==> src/rtl/bid_pkg.sv <==
// Shared types and constants for the bidding-arbiter master agent and its arbiter.
package bid_pkg;

    typedef enum logic [1:0] {
        IDLE = 2'd0,
        BID  = 2'd1,
        XFER = 2'd2,
        DONE = 2'd3
    } bm_state_t;

    localparam logic [31:0] SLAVE_BASE    = 32'hFFEF_0200;
    localparam logic [31:0] SLAVE_STRIDE  = 32'h0000_1000;
    localparam logic [31:0] MASTER_STRIDE = 32'h0000_0010;

    // Budget defaults must match the arbiter so the mirrored value tracks it.
    localparam int DEF_MAX_AMOUNT    = 100;
    localparam int DEF_BID_AMT       = 5;
    localparam int DEF_TIME_INTERVAL = 10;

endpackage

==> src/rtl/bid_budget.sv <==
// Mirror of the arbiter's per-master bid credit: periodic replenish with
// saturation, debit on grant, and a floor of 1.
module bid_budget
    import bid_pkg::*;
#(
    parameter int BID_W         = 32,
    parameter int MAX_AMOUNT    = DEF_MAX_AMOUNT,
    parameter int BID_AMT       = DEF_BID_AMT,
    parameter int TIME_INTERVAL = DEF_TIME_INTERVAL
) (
    input  logic             clk,
    input  logic             rst_n,
    input  logic             debit_en,
    input  logic [BID_W-1:0] debit_amt,
    output logic [BID_W-1:0] budget
);

    localparam int CNT_W = (TIME_INTERVAL < 1) ? 1 : $clog2(TIME_INTERVAL + 1);
    localparam logic [CNT_W-1:0] CNT_LAST = CNT_W'(TIME_INTERVAL);
    localparam logic [BID_W:0]   MAX_EXT  = (BID_W+1)'(MAX_AMOUNT);
    localparam logic [BID_W:0]   AMT_EXT  = (BID_W+1)'(BID_AMT);

    logic [CNT_W-1:0] cnt_q, cnt_d;
    logic [BID_W-1:0] budget_q, budget_d;
    logic             wrap;
    logic [BID_W:0]   sum, sat, amt_ext, diff;

    assign wrap    = (cnt_q == CNT_LAST);
    assign amt_ext = {1'b0, debit_amt};

    always_comb begin
        cnt_d = wrap ? '0 : cnt_q + 1'b1;
        sum   = {1'b0, budget_q} + (wrap ? AMT_EXT : '0);
        sat   = (sum > MAX_EXT) ? MAX_EXT : sum;
        diff  = sat - amt_ext;
        // Saturate first, then debit; a debit that would reach zero floors at 1.
        if (debit_en) begin
            budget_d = (amt_ext >= sat) ? BID_W'(1) : diff[BID_W-1:0];
        end else begin
            budget_d = sat[BID_W-1:0];
        end
    end

    always_ff @(posedge clk or negedge rst_n) begin
        if (!rst_n) begin
            cnt_q    <= '0;
            budget_q <= BID_W'(MAX_AMOUNT);
        end else begin
            cnt_q    <= cnt_d;
            budget_q <= budget_d;
        end
    end

    assign budget = budget_q;

endmodule

==> src/rtl/bid_master.sv <==
// Initiator agent for one arbiter master port: host command -> bid -> transfer -> response.
// Optional macro BID_ESCALATE_EN raises the bid by 1 every 8 ungranted BID cycles.
module bid_master
    import bid_pkg::*;
#(
    parameter int MASTER_ID     = 0,
    parameter int BID_W         = 32,
    parameter int MAX_AMOUNT    = DEF_MAX_AMOUNT,
    parameter int BID_AMT       = DEF_BID_AMT,
    parameter int TIME_INTERVAL = DEF_TIME_INTERVAL,
    parameter int XFER_CYCLES   = 1,
    parameter int GRANT_TIMEOUT = 64
) (
    input  logic             clk,
    input  logic             rst_n,
    input  logic             cmd_valid,
    output logic             cmd_ready,
    input  logic             cmd_rw,
    input  logic [1:0]       cmd_slave,
    input  logic [31:0]      cmd_wdata,
    input  logic [BID_W-1:0] cmd_bid,
    output logic             rsp_valid,
    output logic             rsp_err,
    output logic [31:0]      rsp_rdata,
    output logic [BID_W-1:0] req,
    output logic             xfr,
    input  logic             grant,
    output logic [31:0]      addr,
    output logic             RW,
    output logic [31:0]      DataToSlave,
    input  logic [31:0]      DataFromSlave,
    output logic [BID_W-1:0] budget
);

    localparam int WAIT_RAW = (GRANT_TIMEOUT < 2) ? 1 : $clog2(GRANT_TIMEOUT);
    localparam int WAIT_W   = (WAIT_RAW < 3) ? 3 : WAIT_RAW;
    localparam int XC_W     = (XFER_CYCLES < 2) ? 1 : $clog2(XFER_CYCLES);
    localparam logic [WAIT_W-1:0] WAIT_LAST = WAIT_W'(GRANT_TIMEOUT - 1);
    localparam logic [XC_W-1:0]   XC_LAST   = XC_W'(XFER_CYCLES - 1);
    localparam logic [31:0]       MASTER_OFS = 32'(MASTER_ID) * MASTER_STRIDE;

    bm_state_t         state_q, state_d;
    logic [BID_W-1:0]  eb_q, eb_d;
    logic [WAIT_W-1:0] wait_q, wait_d;
    logic [XC_W-1:0]   xcnt_q, xcnt_d;
    logic              cmd_ready_q, cmd_ready_d;
    logic              rsp_valid_q, rsp_valid_d;
    logic              rsp_err_q, rsp_err_d;
    logic [31:0]       rsp_rdata_q, rsp_rdata_d;
    logic [BID_W-1:0]  req_q, req_d;
    logic              xfr_q, xfr_d;
    logic [31:0]       addr_q, addr_d;
    logic              rw_q, rw_d;
    logic [31:0]       wdata_q, wdata_d;

    logic              debit_en;
    logic              esc_step;
    logic [BID_W-1:0]  eb_grow;

    function automatic logic [BID_W-1:0] min_bid(input logic [BID_W-1:0] a,
                                                 input logic [BID_W-1:0] b);
        return (a < b) ? a : b;
    endfunction

    function automatic logic [BID_W-1:0] clamp_bid(input logic [BID_W-1:0] bid,
                                                   input logic [BID_W-1:0] limit);
        logic [BID_W-1:0] lo;
        lo = (bid == '0) ? BID_W'(1) : bid;
        return min_bid(lo, limit);
    endfunction

    function automatic logic [31:0] slave_addr(input logic [1:0] slv);
        return SLAVE_BASE | ({30'd0, slv} * SLAVE_STRIDE) | MASTER_OFS;
    endfunction

`ifdef BID_ESCALATE_EN
    assign esc_step = (wait_q[2:0] == 3'b111);
`else
    assign esc_step = 1'b0;
`endif

    assign eb_grow  = eb_q + (esc_step ? BID_W'(1) : '0);
    // The debit uses the bid the arbiter saw on req when it granted.
    assign debit_en = (state_q == BID) && grant;

    bid_budget #(
        .BID_W         (BID_W),
        .MAX_AMOUNT    (MAX_AMOUNT),
        .BID_AMT       (BID_AMT),
        .TIME_INTERVAL (TIME_INTERVAL)
    ) u_budget (
        .clk       (clk),
        .rst_n     (rst_n),
        .debit_en  (debit_en),
        .debit_amt (eb_q),
        .budget    (budget)
    );

    always_comb begin
        state_d     = state_q;
        eb_d        = eb_q;
        wait_d      = wait_q;
        xcnt_d      = xcnt_q;
        cmd_ready_d = cmd_ready_q;
        rsp_valid_d = 1'b0;
        rsp_err_d   = rsp_err_q;
        rsp_rdata_d = rsp_rdata_q;
        req_d       = req_q;
        xfr_d       = xfr_q;
        addr_d      = addr_q;
        rw_d        = rw_q;
        wdata_d     = wdata_q;

        case (state_q)
            IDLE: begin
                if (cmd_valid) begin
                    eb_d        = clamp_bid(cmd_bid, budget);
                    req_d       = eb_d;
                    xfr_d       = 1'b1;
                    addr_d      = slave_addr(cmd_slave);
                    rw_d        = cmd_rw;
                    wdata_d     = cmd_wdata;
                    wait_d      = '0;
                    xcnt_d      = '0;
                    rsp_err_d   = 1'b0;
                    cmd_ready_d = 1'b0;
                    state_d     = BID;
                end
            end
            BID: begin
                if (grant) begin
                    xcnt_d  = '0;
                    state_d = XFER;
                end else if (wait_q == WAIT_LAST) begin
                    xfr_d       = 1'b0;
                    req_d       = '0;
                    rsp_valid_d = 1'b1;
                    rsp_err_d   = 1'b1;
                    state_d     = DONE;
                end else begin
                    wait_d = wait_q + 1'b1;
                    eb_d   = min_bid(eb_grow, budget);
                    req_d  = eb_d;
                end
            end
            XFER: begin
                if (!grant) begin
                    // Preempted: bid again from a fresh wait window.
                    wait_d  = '0;
                    xcnt_d  = '0;
                    eb_d    = min_bid(eb_q, budget);
                    req_d   = eb_d;
                    state_d = BID;
                end else if (xcnt_q == XC_LAST) begin
                    rsp_rdata_d = DataFromSlave;
                    xfr_d       = 1'b0;
                    req_d       = '0;
                    rsp_valid_d = 1'b1;
                    rsp_err_d   = 1'b0;
                    state_d     = DONE;
                end else begin
                    xcnt_d = xcnt_q + 1'b1;
                end
            end
            DONE: begin
                cmd_ready_d = 1'b1;
                state_d     = IDLE;
            end
            default: begin
                cmd_ready_d = 1'b1;
                xfr_d       = 1'b0;
                req_d       = '0;
                state_d     = IDLE;
            end
        endcase
    end

    always_ff @(posedge clk or negedge rst_n) begin
        if (!rst_n) begin
            state_q     <= IDLE;
            eb_q        <= '0;
            wait_q      <= '0;
            xcnt_q      <= '0;
            cmd_ready_q <= 1'b1;
            rsp_valid_q <= 1'b0;
            rsp_err_q   <= 1'b0;
            rsp_rdata_q <= '0;
            req_q       <= '0;
            xfr_q       <= 1'b0;
            addr_q      <= '0;
            rw_q        <= 1'b0;
            wdata_q     <= '0;
        end else begin
            state_q     <= state_d;
            eb_q        <= eb_d;
            wait_q      <= wait_d;
            xcnt_q      <= xcnt_d;
            cmd_ready_q <= cmd_ready_d;
            rsp_valid_q <= rsp_valid_d;
            rsp_err_q   <= rsp_err_d;
            rsp_rdata_q <= rsp_rdata_d;
            req_q       <= req_d;
            xfr_q       <= xfr_d;
            addr_q      <= addr_d;
            rw_q        <= rw_d;
            wdata_q     <= wdata_d;
        end
    end

    assign cmd_ready   = cmd_ready_q;
    assign rsp_valid   = rsp_valid_q;
    assign rsp_err     = rsp_err_q;
    assign rsp_rdata   = rsp_rdata_q;
    assign req         = req_q;
    assign xfr         = xfr_q;
    assign addr        = addr_q;
    assign RW          = rw_q;
    assign DataToSlave = wdata_q;

endmodule

==> config.mk <==
export PLATFORM = sky130hd
export DESIGN_NAME = bid_master
export DESIGN_NICKNAME = d
export VERILOG_FILES = /design/src/rtl/bid_pkg.sv /design/src/rtl/bid_budget.sv /design/src/rtl/bid_master.sv
export SDC_FILE = /design/constraint.sdc
export NUM_CORES = 1
export LEC_CHECK = 0
export CORE_UTILIZATION = 25
export DETAILED_ROUTE_END_ITERATION = 8
export GPL_ROUTABILITY_DRIVEN = 0
export SKIP_LAST_GASP = 1
export SLEW_MARGIN = 10
export SYNTH_ARGS = -nofsm -noshare
export SYNTH_HDL_FRONTEND = slang
export SYNTH_HIERARCHICAL = 1
export SYNTH_SLANG_ARGS = --single-unit
==> constraint.sdc <==
create_clock -name clk -period 5.4 [get_ports clk]
set_input_delay 1.08 -clock clk [delete_from_list [all_inputs] [get_ports clk]]
set_output_delay 1.08 -clock clk [all_outputs]
set_load 0.05 [all_outputs]
# --- Yosys cells after proc, flatten, opt, wreduce, memory -nomap -nowiden ---
# Index checks and enable logic that the tools add are counted.
word_totals:
  out_inout_bits: 165
  elab_cells: 102
  register_bits: 182
  input_bits: 103
op_classes:
  n_lt_le_gt_ge: 4
  add_sub_neg: 5
  n_reduce_logical: 13
  eq_ne: 15
  bitwise: 1
  mux: 49
op_table:
  columns: ["op", "n"]
  rows:
  - ["$mux 32", 13]
  - ["$pmux 32 s3", 2]
  - ["$lt 32x32->1", 2]
  - ["$add 32x33->33", 1]
  - ["$ge 32x33->1", 1]
  - ["$gt 33x7->1 const B", 1]
  - ["$mux 33", 1]
  - ["$logic_not 32->1", 1]
  - ["$sub 32x32->32", 1]
  - ["$mux 6", 4]
  - ["$pmux 6 s3", 1]
  - ["$mux 1", 15]
  - ["$ne 2x2->1 const B", 7]
  - ["$mux 2", 5]
  - ["$pmux 1 s3", 3]
  - ["$reduce_and 3->1", 3]
  - ["$pmux 2 s4", 1]
  - ["$add 6x1->6 const B", 1]
  - ["$eq 6x6->1 const B", 1]
  - ["$reduce_and 6->1", 1]
  - ["$reduce_and 5->1", 1]
  - ["$add 4x1->4 const B", 1]
  - ["$eq 2x2->1 const B", 2]
  - ["$eq 4x4->1 const B", 1]
  - ["other kinds (15)", 17]

# --- Depth between registers and ports, before layout ---
logic_depth:
  word_depth: 8
  depth_mapped: 25
  depth_no_buf: 23

# --- Modules after synthesis ---
# The synthesis kept the hierarchy.
modules_own_cells:
  columns: ["mod", "instances", "area_per_inst_um2", "seq_area_each_um2", "cells_each"]
  rows:
  - ["bid_master", 1, 8767.2, 3604.7, 850]
  - ["bid_budget", 1, 4420.5, 904.6, 552]

# --- Worst setup path after synthesis ---
# Ideal clock, no wire load.
synth_path:
  path_type: "register to register"
  start: "reg u_budget.budget_q[0] (netlist: u_budget/budget[0])"
  end: "reg u_budget.budget_q[30] (netlist: u_budget/budget[30])"
  n_path_buf: 1
  stages_incl_launch_ff: 21
  setup_time_ns: 0.125
  required_time_ns: 5.275
  period_less_slack_ns: 5.157
  slack_ns: 0.243
  t_arrival_ns: 5.032
  path_cell_list: "dfrtp_1 > ha_1 > ha_1 > a21oi_4 > nor3_2 > or4_1 > a2bb2oi_1 > nor4_2 > nand4_2 > nor3_4 > buf_6 > nand2_1 > ha_1 > nor2b_1 > o2111ai_1 > nand2_1 > o311ai_1 > nand3_1 > a31o_2 > a41o_1 > mux2_2"
synth_between:
  elab_chain_cells: 6
  word_cells_on_any_way: 7
  cone_classes: "add/sub (2); order compare (2); mux (3)"
synth_lines:
  columns: ["item", "line_no", "text"]
  rows:
  - ["from (decl)", "bid_budget.sv:24", "logic [BID_W-1:0] budget_q, budget_d;"]
  - ["from (signal assigned)", "bid_budget.sv:47", "budget_q <= BID_W'(MAX_AMOUNT);"]
  - ["from (signal assigned)", "bid_budget.sv:50", "budget_q <= budget_d;"]
  - ["$add 32x33->33 *", "bid_budget.sv:33", "sum = {1'b0, budget_q} + (wrap ? AMT_EXT : '0);"]
  - ["$gt 33x7->1", "bid_budget.sv:34", "sat = (sum > MAX_EXT) ? MAX_EXT : sum;"]
  - ["$mux 33 *", "bid_budget.sv:34", null]
  - ["$sub 32x32->32 or $ge 32x33->1 (tied branches)", "bid_budget.sv:35, bid_budget.sv:38", null]
  - ["$mux 32", "bid_budget.sv:38", "budget_d = (amt_ext >= sat) ? BID_W'(1) : diff[BID_W-1:0];"]
  - ["$mux 32 *", "bid_budget.sv:37", "if (debit_en) begin"]
  - ["net u_budget.budget_d[30]", "bid_budget.sv:24", null]
# Mark *: on every way through the listed nets, which the timed path passes. The rest lies on a longest branch.
# A chain may end at the register's enable or synchronous reset.

# --- Final worst setup path ---
layout_path:
  start: "reg u_budget.cnt_q[2]"
  end: "reg u_budget.budget_q[30] (netlist: u_budget/budget[30])"
layout_between:
  elab_chain_cells: 8
  word_cells_on_any_way: 9
  cone_classes: "add/sub (2); order compare (2); eq/ne (1); mux (4)"
layout_lines:
  columns: ["item", "line_no", "text"]
  rows:
  - ["from (decl)", "bid_budget.sv:23", "logic [CNT_W-1:0] cnt_q, cnt_d;"]
  - ["from (signal assigned)", "bid_budget.sv:49", "cnt_q <= cnt_d;"]
  - ["$eq 4x4->1 *", "bid_budget.sv:28", "assign wrap = (cnt_q == CNT_LAST);"]
  - ["$mux 3 *", "bid_budget.sv:33", null]
  - ["$add 32x33->33 *", "bid_budget.sv:33", null]
  - ["$gt 33x7->1", "bid_budget.sv:34", null]
  - ["$mux 33 *", "bid_budget.sv:34", null]
  - ["$sub 32x32->32 or $ge 32x33->1 (tied branches)", "bid_budget.sv:35, bid_budget.sv:38", null]
  - ["$mux 32", "bid_budget.sv:38", null]
  - ["$mux 32 *", "bid_budget.sv:37", null]
  - ["net u_budget.budget_d[30]", "bid_budget.sv:24", null]
# Marks and branches as above.

==> impl_metrics.xml <==
<?xml version="1.0" encoding="UTF-8"?>
<metrics>
  <group name="grt">
    <metric name="antenna_violations_before_repair" unit="">0</metric>
    <metric name="first_global_vias" unit="">11979</metric>
    <metric name="global_route_wire_length_before_repair" unit="mm">70.5</metric>
    <metric name="overflow" unit="">0</metric>
    <metric name="groute.usage.overall" unit="%">17.0</metric>
    <metric name="grt_start_max_net_pins" unit="">101</metric>
  </group>
  <group name="floorplanning">
    <metric name="floorplan.io_pins" unit="">268</metric>
    <metric name="std_cell_rows" unit="">83</metric>
    <metric name="core-area" unit="mm2">0.0517</metric>
    <metric name="die_area" unit="mm2">0.0537</metric>
    <metric name="die_height" unit="um">232</metric>
    <metric name="start_util" unit="%">25.5</metric>
    <metric name="fp.dieW" unit="um">232</metric>
  </group>
  <group name="clocking">
    <metric name="clockBufferDepth" unit="">2</metric>
    <metric name="cts_max_level" unit="">4</metric>
    <metric name="clkLatencyLatePin" unit="ps">460</metric>
    <metric name="clock_sink_count" unit="">180</metric>
    <metric name="holdBufCountCts" unit="">0</metric>
    <metric name="cts.clk_slew.worst_paths" unit="ps">80</metric>
    <metric name="clock_tree_from_tritoncts" unit="">done</metric>
    <metric name="ctsRootBufferMaster" unit="">clkbuf_16</metric>
    <metric name="tritoncts.num_buffers" unit="">17</metric>
  </group>
  <group name="cells_and_area">
    <metric name="layout_common_cells" unit="">252 x clkdlybuf4s50_1, 175 x dfrtp_1, 128 x ha_1, 108 x inv_1, 97 x mux2_2</metric>
    <metric name="mostFrequentLayoutCell" unit="">clkdlybuf4s50_1</metric>
    <metric name="drive_above_1_share" unit="%">13.0</metric>
    <metric name="antenna_cells_inserted" unit="">0</metric>
    <metric name="finished_core_util" unit="%">33.4</metric>
    <metric name="synthToLayoutAreaGrowth" unit="%">30.8</metric>
    <metric name="nNetsFinal" unit="">1891</metric>
  </group>
  <group name="routing">
    <metric name="post_drt_wl_per_cell" unit="um">19.5</metric>
    <metric name="first_iter_violations" unit="">1036</metric>
    <metric name="ant_nets" unit="">0</metric>
    <metric name="drt_wl_total" unit="mm">45.7</metric>
    <metric name="viasPerCell" unit="">5.08</metric>
    <metric name="num_vias" unit="">11918</metric>
    <metric name="route.detailed.drc" unit="">0</metric>
    <metric name="drtPass1Iterations" unit="">6</metric>
  </group>
  <group name="outcome">
    <metric name="status" unit="">finished, final reports clean</metric>
  </group>
  <group name="run">
    <metric name="max-cap-violations" unit="">0</metric>
  </group>
  <group name="worst_setup_path">
    <metric name="critPathLaunchType" unit="">flop</metric>
    <metric name="worst_r2r_path_depth" unit="">25</metric>
    <metric name="regToRegEndpoint" unit="">u_budget/budget[30]</metric>
    <metric name="worst_path_largest_cell_delay" unit="ps">420</metric>
    <metric name="path_common_cell" unit="">nand2_1</metric>
    <metric name="critPathArrivalTime" unit="ps">5580</metric>
    <metric name="worst_setup_path_end_kind" unit="">flop</metric>
    <metric name="buffering_stage_count_on_the_worst_path_with_inverters_included" unit="">3</metric>
    <metric name="critical-path-slowest-cell" unit="">or4_1</metric>
    <metric name="rr_startpoint" unit="">u_budget/cnt_q[2]</metric>
    <metric name="timing.critical_path.fanout_max" unit="">7</metric>
    <metric name="critical_path_class" unit="">reg2reg</metric>
    <metric name="critical_path.top_delay_family" unit="">simple AND/OR/NAND/NOR gates</metric>
    <metric name="worstPathRequired" unit="ps">5750</metric>
    <metric name="regToRegSetupSlack" unit="ps">170</metric>
  </group>
  <group name="pwr">
    <metric name="power_density" unit="mW/mm2">645</metric>
    <metric name="p_leak" unit="nW">7.27</metric>
    <metric name="ir_worst_vdd" unit="uV">308</metric>
  </group>
  <group name="synth">
    <metric name="ys_seq_area_share" unit="%">34.2</metric>
    <metric name="synthAdderAreaFrac" unit="%">12.8</metric>
    <metric name="synth_area_per_cell" unit="um2">9.41</metric>
    <metric name="area_fraction_in_compound_gates_after_synthesis" unit="%">17.6</metric>
    <metric name="synth.ff_latch_count" unit="">180</metric>
    <metric name="synth_cell_type_count" unit="">81</metric>
    <metric name="synthSimpleGateAreaFrac" unit="%">13.5</metric>
    <metric name="syn_std_cell_area" unit="mm2">0.0132</metric>
    <metric name="post_synth_mux_area_share" unit="%">11.8</metric>
    <metric name="synth_top_family_by_area" unit="">compound AO/OA/AOI/OAI gates</metric>
    <metric name="synth_xor_xnor_area_share" unit="%">2.19</metric>
    <metric name="ys.flop_type" unit="">dfrtp_1</metric>
    <metric name="yosys_warnings" unit="">6</metric>
    <metric name="synthesis.instances" unit="">1402</metric>
    <metric name="synth_async_reset_ratio" unit="%">100</metric>
    <metric name="synth_enable_flop_cells" unit="">0</metric>
  </group>
  <group name="timing">
    <metric name="fmaxAchievable" unit="GHz">0.191</metric>
    <metric name="post-route-min-period" unit="ps">5230</metric>
    <metric name="worst_slew_pin_slew" unit="ps">1200</metric>
    <metric name="skew" unit="ps">9.86</metric>
    <metric name="finalSetupViolations" unit="">0</metric>
    <metric name="timing.hold.ws" unit="ps">489</metric>
    <metric name="slew_viol_final" unit="">0</metric>
    <metric name="fin_crit_sh" unit="%">96.9</metric>
    <metric name="timing.slew.headroom" unit="%">20.0</metric>
    <metric name="final_hold_viol_count" unit="">0</metric>
  </group>
  <group name="worst_hold_path">
    <metric name="worst_hold_startpoint" unit="">xfr</metric>
    <metric name="worstHoldPathType" unit="">reg2reg</metric>
    <metric name="min_delay_path_depth" unit="">2</metric>
    <metric name="holdPathEnd" unit="">xfr</metric>
  </group>
  <group name="placed_design">
    <metric name="hpwlAfterDp" unit="mm">34.6</metric>
    <metric name="port_buffers" unit="">253</metric>
  </group>
</metrics>
[cell families after synthesis]
family	count (synthesis)
AOI/OAI and AO/OA	326
xor gates and xnor gates	33
adders and majority gates	134
buffers and inverters	232
DFF	180
muxes	142
other	3
and+or+nand+nor	352
[final cells by class]
type	count	area (um2)
multi-input combinational	1050	7980
clock buffer	18	439
clock inverter	14	138
timing repair buffer	296	2920
tap	680	851
fill	5289	34500
sequential	180	4510
inverter	109	409
[worst register-to-register path, stage by stage, from the launching register on]
cell	delay [ps]
dfrtp_1	400
inv_1	70
nand2_1	110
nor2_4	70
ha_2	200
ha_2	210
a21oi_4	240
nor3_4	110
or4_1	420
a2bb2oi_1	160
nor4_2	280
nand4_2	220
nor3_4	360
buf_4	170
nand2_1	60
ha_1	210
fa_2	370
nor2b_2	150
o2111ai_1	120
nand2_1	140
o311ai_2	100
buf_4	180
nand3_1	70
a31o_2	180
a41o_1	180
mux2_2	320
[per-layer routing]
layer  global-route usage [%]  vias to the layer above  share of wire [%]
li1                         -                     5502                  -
met1                     21.9                     5977                 44
met2                     27.8                      378                 48
met3                     3.24                       61                5.5
met4                     6.76                        0                2.8
met5                        0                        -                  0
[sequential cells by signal, indices dropped and copies added, names as in the netlist, 2 cells and up]
name,flops
req,32
addr,3
u_budget/budget,32
eb_q,32
rsp_rdata,32
u_budget/cnt_q,4
wait_q,6
state_q,2
DataToSlave,32
[report_power, final]
| part | switching [mW] | internal (mW) | leakage (nW) |
|---|---|---|---|
| sequential | 0.560 | 1.92 | 2.23 |
| combinational | 4.66 | 2.72 | 4.75 |
| clock | 0.647 | 0.626 | 0.283 |
[stage by stage]
step                      cell area, um2  std cells  setup slack, ps  power, mW  TNS [ps]
after floorplan                    13400       1462              243       7.32         0
after global placement             16500       2308              245       9.53         0
after detailed placement           16500       2308            -16.1       9.68     -16.1
after CTS                          17100       2340             21.1       11.0         0
after global routing               17200       2347            -79.7       11.8      -216
final                              17200       2347              167       11.1         0
[cell usage after synthesis, types with 4 or more instances]
cell	instances	area share, %
a211oi_1	7	0.40
a21o_1	32	1.8
a21oi_1	73	2.8
a222oi_1	32	2.4
a22o_1	8	0.53
a22oi_1	32	1.8
a31oi_1	10	0.47
a41oi_1	5	0.33
and2_1	12	0.57
and3_1	4	0.19
buf_1	5	0.14
buf_2	8	0.30
buf_4	29	1.7
clkbuf_1	77	2.2
dfrtp_1	176	33
dfstp_2	4	0.80
ha_1	133	13
inv_1	108	3.1
mux2_1	8	0.68
mux2_2	97	8.3
mux2i_1	37	2.8
nand2_1	89	2.5
nand2b_1	12	0.57
nand3_1	57	2.2
nand4_1	30	1.4
nor2_1	76	2.2
nor2b_1	10	0.47
nor3_1	14	0.53
nor3b_1	4	0.23
nor4_1	16	0.76
o211ai_1	35	2.0
o21a_1	8	0.46
o21ai_0	40	1.5
o21ai_1	5	0.19
o21bai_1	5	0.28
or3_1	6	0.28
xnor2_1	14	0.93
xor2_1	19	1.3
[worst max-delay path by stage]
stage	startpoint	cells after the start	endpoint	slack, ps
after floorplan	u_budget/budget[0]	20	u_budget/budget[30]	240
after global placement	u_budget/cnt_q[2]	23	u_budget/budget[30]	250
after detailed placement	u_budget/cnt_q[0]	22	u_budget/budget[30]	-20
after CTS	u_budget/cnt_q[0]	21	u_budget/budget[30]	20
after global routing	u_budget/cnt_q[2]	25	u_budget/budget[30]	-80
final	u_budget/cnt_q[2]	25	u_budget/budget[30]	170
[repair_timing]
item | in CTS | in global routing
setup buffers | 0 | 7
endpoints found under the hold margin | 0 | 0
endpoints found under the setup margin | 1 | 32
pin swaps | 1 | 10
gates cloned | 0 | 0
gates resized for setup | 0 | 18
Power figures use the tool's default switching activity.
==> variant 1: new RTL, same flow settings <==
Register the output `rsp_err` once more; this adds one clock of latency there. The other outputs are not delayed to match.
--- a/src/rtl/bid_master.sv
+++ b/src/rtl/bid_master.sv
@@ -209,7 +209,9 @@
 
     assign cmd_ready   = cmd_ready_q;
     assign rsp_valid   = rsp_valid_q;
-    assign rsp_err     = rsp_err_q;
+    always_ff @(posedge clk) begin
+        rsp_err <= rsp_err_q;
+    end
     assign rsp_rdata   = rsp_rdata_q;
     assign req         = req_q;
     assign xfr         = xfr_q;
Check against the original RTL: no difference found for any inputs over 4 cycles, from zero or initial values and one cycle with rst_n low; that may be too few to reach the edited logic, so the function may still have changed.
==> variant 1 against the original RTL <==
The run now ends with design-rule violations left; design area is 0.19% higher; setup slack better by 79 ps; total power hardly changed; utilization up 0.063 points; sequential cell count grew 1; synthesized cell count about the same; die area increased by 0.15%; hold slack worse by 110 ps; synthesized area is 0.15% higher; count of clock-buffer cells in the layout unchanged; wire length is 1.8% lower; critical endpoint unchanged; largest power group unchanged; highest routed layer unchanged.
==> variant 1: results (changes against the original RTL) <==
Yosys
  • Synth Area in Compound Gates: 0.176 (-0.000267)
  • Yosys cell types: 82 (+1.2%)
  • Post-synthesis sequential area ratio: 0.343 (+0.000997)
  • Syn Inst Count: 1403 (+0.071%)
  • Synth area leaders: dfrtp_1 (33%), ha_1 (13%), mux2_2 (8.3%), inv_1 (3.1%), mux2i_1 (2.8%)
  • FFs w/ async S/R, synth: 0.994 (-0.00552)
  • Adder-cell share of the synthesized area: 0.128 (-0.000194)
  • Commonest cells in the netlist: dfrtp_1 (176), ha_1 (133), inv_1 (108), mux2_2 (97), nand2_1 (89)
  • Multiplexer share of the synthesized area: 0.118 (-0.000178)
  • XOR/XNOR Fraction of Synth Area: 0.0219 (-0.0000332)

Timing
  • Setup ws final: 246 ps (+78.7 ps)
  • Max Clock Skew: 18.9 ps (+9.07 ps)
  • Max Slew Vio Count: 0 (unchanged)
  • Slew @ Worst Pin: 1140 ps (-51.4 ps)
  • Hold Slack: 384 ps (-106 ps)

Run status
  • Outcome: finished with violations
  • Failing checks: design-rule violations

Place
  • Post-DP HPWL: 34.3 mm (-1.1%)
  • Buffers on Ports: 253 (unchanged)
  • Placed cell areas: 16600 sq um (+0.26%)
  • Inst Count DP: 2315 (+0.30%)
  • Dpl ws: 39.5 ps (+55.5 ps)

Route
  • Routed length on met1: 19.7 mm (-2.3%)
  • Avg WL per Cell: 19.1 um (-2.2%)
  • DRC: 1 (+1)
  • Vias per std cell: 5.04 (-0.69%)
  • Metal3 WL: 2.31 mm (-8.4%)
  • Vias: 11891 (-0.23%)
  • DR iter-0 viols: 883 (-15%)
  • Router iterations before antenna repair: 9 (+3)
  • WL met2: 21.3 mm (-2.3%)

Critical path
  • Worst-path maximum fanout: 7 (unchanged)
  • Arr. time, crit path: 5510 ps (-70 ps)

Floorplanning
  • Initial Util: 0.255 (+0.000387)

Global routing
  • Global routing usage on met1: 0.215 (-0.00408)
  • Remaining Overflow, GRT: 0 (unchanged)
  • Met2 Usage GRT: 0.273 (-0.00550)
  • Initial antenna violation count: 0 (unchanged)
  • Aggregate global-route resource usage: 0.168 (-0.00156)
  • Largest net degree at the start of global routing: 111 (+9.9%)
  • Global-route wire length before repair: 69.2 mm (-1.8%)
  • GR Layer Usage met3: 0.0343 (+0.00190)

Clocking
  • Num CTS Buffers: 17 (unchanged)
  • Worst-path clk slew: 70 ps
  • CTS root buffer: clkbuf_16
  • Bufs on Longest Clock Path: 2 (unchanged)
  • Worst skew pair latency: 490 ps (+30 ps)

Pwr
  • Leak: 0.00729 uW (+0.28%)
  • Max IR drop VDD: 0.353 mV (+15%)

Layout
  • Final nets: 1901 (+0.53%)
  • Fillers: 5246 (-0.81%)
  • Share of cells above drive strength 1: 0.132 (+0.00221)
## variant 1: cell count changes in the layout (fill, tap and decap cells not counted), moves of 3 or more
cell / delta
buf_4: +10
inv_6: +6
inv_8: -5
clkinv_4: -3
o21ai_0: -3
o21ai_1: +3
## variant 1: layout make-up
class | count | area [sq um] | share of cell area
diodes | 1 | 2.50 | 0.000145
clock buffers | 18 | 429 | 0.0248
clock inverters | 14 | 118 | 0.00681
inverters | 109 | 409 | 0.0237
multi-input cells | 1051 | 7990 | 0.462
flip-flops and latches | 181 | 4530 | 0.262
well taps | 680 | 851 | 0.0492
repair buffers | 304 | 2960 | 0.171
## variant 1: power by group
part	switching, uW	internal (uW)
clock network	633	602
registers	527	1930
logic	4670	2760
total	5830	5290
## variant 1: worst max-delay path, stage by stage (launching register included)
cell and delay (ps):
dfrtp_1 430, nand2b_1 180, nor2_2 210, ha_4 270, a21oi_4 240, nor3_4 100
or4_1 430, a2bb2oi_1 160, nor4_2 260, nand4_2 250, nor3_4 230, buf_4 150
nand2_1 50, ha_1 210, fa_1 440, nor2b_2 180, o2111ai_1 120, nand2_1 120
o311ai_1 90, buf_4 170, nand3_1 70, a31o_2 170, a41o_1 180, mux2_2 330
## variant 1: path summary, 6_finish.rpt
check                      depth (start not counted)             endpoint              start
hold / removal                                     0              rsp_err          rsp_err_q
setup / recovery                                  23  u_budget/budget[30]  u_budget/cnt_q[0]
hold reg to reg                                    0              rsp_err          rsp_err_q
max in group asynchronous                          2    u_budget/cnt_q[2]              rst_n
setup reg to reg                                  23  u_budget/budget[30]  u_budget/cnt_q[0]
min in group asynchronous                          1         rsp_rdata[3]              rst_n
## variant 1: repair_timing
action	4_1_cts	5_1_grt
gates resized for setup	0	18
endpoints found under the setup margin	0	32
setup buffers	0	9
==> variant 2: new RTL, same flow settings <==
Made on the original files. Set the parameter `GRANT_TIMEOUT` to 32 (it was 64).
--- a/src/rtl/bid_master.sv
+++ b/src/rtl/bid_master.sv
@@ -9,7 +9,7 @@
     parameter int BID_AMT       = DEF_BID_AMT,
     parameter int TIME_INTERVAL = DEF_TIME_INTERVAL,
     parameter int XFER_CYCLES   = 1,
-    parameter int GRANT_TIMEOUT = 64
+    parameter int GRANT_TIMEOUT = 32
 ) (
     input  logic             clk,
     input  logic             rst_n,
Behaviour: same outputs for any inputs over 4 cycles, from zero or initial values and one cycle with rst_n low; that may be too few to reach the edited logic, so the function may still have changed.
==> variant 2 against the original RTL <==
Hold slack worse by 12 ps; setup slack better by 26 ps; synthesized area is 1.8% lower; total power is 1.9% lower; sequential share of layout area is 0.25 points higher; sequential power is 7% lower; sequential cell count is 1 lower; critical path type unchanged; clock power is 5% higher; wire length is 1.7% lower; critical path depth is 2 lower; first-iteration DRC count is 11% lower; design area is 1.5% lower.
==> variant 2: results (changes against the original RTL) <==
Critical path
  • Arr. time, crit path: 5560 ps (-20 ps)
  • Worst-path maximum fanout: 6 (-1)
  • Slowest-stage cell, CP: dfrtp_1

Pwr
  • Leak: 0.00726 uW (about the same)
  • Max IR drop VDD: 0.465 mV (+51%)

Place
  • Inst Count DP: 2287 (-0.91%)
  • Placed cell areas: 16200 sq um (-1.8%)
  • Post-DP HPWL: 33.7 mm (-2.6%)

Layout
  • Fillers: 5191 (-1.9%)
  • Final nets: 1873 (-0.95%)
  • Share of cells above drive strength 1: 0.127 (-0.00275)
  • Multi-input gate area: 7840 sq um (-1.8%)

Yosys
  • Commonest cells in the netlist: dfrtp_1 (175), ha_1 (134), nand2_1 (115), nor2_1 (103), a21oi_1 (93)
  • Synth area leaders: dfrtp_1 (34%), ha_1 (13%), mux2_2 (6.1%), o221ai_1 (3.7%), a21oi_1 (3.6%)
  • Post-synthesis sequential area ratio: 0.346 (+0.00441)
  • Syn_area_per_cell: 9.41 sq um (about the same)
  • Yosys cell types: 80 (-1.2%)

Run status
  • Outcome: completed

Global routing
  • GR Layer Usage met3: 0.0324 (about the same)
  • Initial antenna violation count: 1 (+1)
  • Vias in the first global route: 11793 (-1.6%)
  • Global-route wire length before repair: 69.1 mm (-2.0%)
  • Largest net degree at the start of global routing: 97 (-4.0%)
  • Aggregate global-route resource usage: 0.168 (-0.00153)
  • Global routing usage on met1: 0.221 (+0.00227)

Hold path
  • HP Class: reg2reg

Timing
  • Rel. slew slack: 0.292 (+0.0918)

Route
  • Vias: 11892 (-0.22%)
  • Avg WL per Cell: 19.3 um (-0.91%)
  • Post-Route WL: 45.0 mm (-1.7%)
  • DR iter-0 viols: 925 (-11%)
  • Router iterations before antenna repair: 8 (+2)
variant 2: where the power goes:
part | switching (uW) | leakage [uW] | internal [uW]
logic | 4710 | 0.00470 | 2570
registers | 460 | 0.00226 | 1850
clock network | 655 | 0.000295 | 675
total | 5820 | 0.00726 | 5100
variant 2: logic make-up after synthesis:
| logic type | after synthesis | synth area share |
|---|---|---|
| other | 3 | 0.000870 |
| and+or+nand+nor | 359 | 0.134 |
| AOI/OAI and AO/OA | 356 | 0.199 |
| buffers and inverters | 199 | 0.0724 |
| xor gates and xnor gates | 33 | 0.0223 |
| adders and majority gates | 135 | 0.131 |
| muxes | 112 | 0.0940 |
| DFF | 179 | 0.346 |
variant 2: final cells by class:
cell class	count	share of cell area
Clock buffer	18	0.0259
Clock inverter	14	0.00965
Inverter	77	0.0170
Multi-Input combinational cell	1058	0.462
Sequential cell	179	0.264
Tap cell	680	0.0501
Timing Repair Buffer	302	0.172
variant 2: stage by stage:
stage                     worst slack (ps)  setup TNS, ps
after detailed placement              39.1              0
after global routing                  -101           -216
after CTS                             18.7              0
after global placement                 205              0
final                                  193              0
after floorplan                        253              0
variant 2: per-layer routing:
layer,vias up,wire length (um)
met5,-,0
met3,84,3450
met2,520,20600
met1,5837,19500
met4,0,1380
li1,5451,-
variant 2: worst paths after layout:
check	start	to	slack, ps	cells past startpoint
max	u_budget/cnt_q[0]	u_budget/budget[21]	190	23
min	wait_q[4]	wait_q[4]	480	2
max reg2reg	u_budget/cnt_q[0]	u_budget/budget[21]	190	23
min reg2reg	wait_q[4]	wait_q[4]	480	2
max in group asynchronous	rst_n	DataToSlave[4]	3560	2
min in group asynchronous	rst_n	req[26]	730	1
variant 2: what timing repair did:
action	in CTS	in global routing
endpoints found under the hold margin	0	0
buffers inserted	0	9
gates resized for setup	0	19
endpoints found under the setup margin	0	32
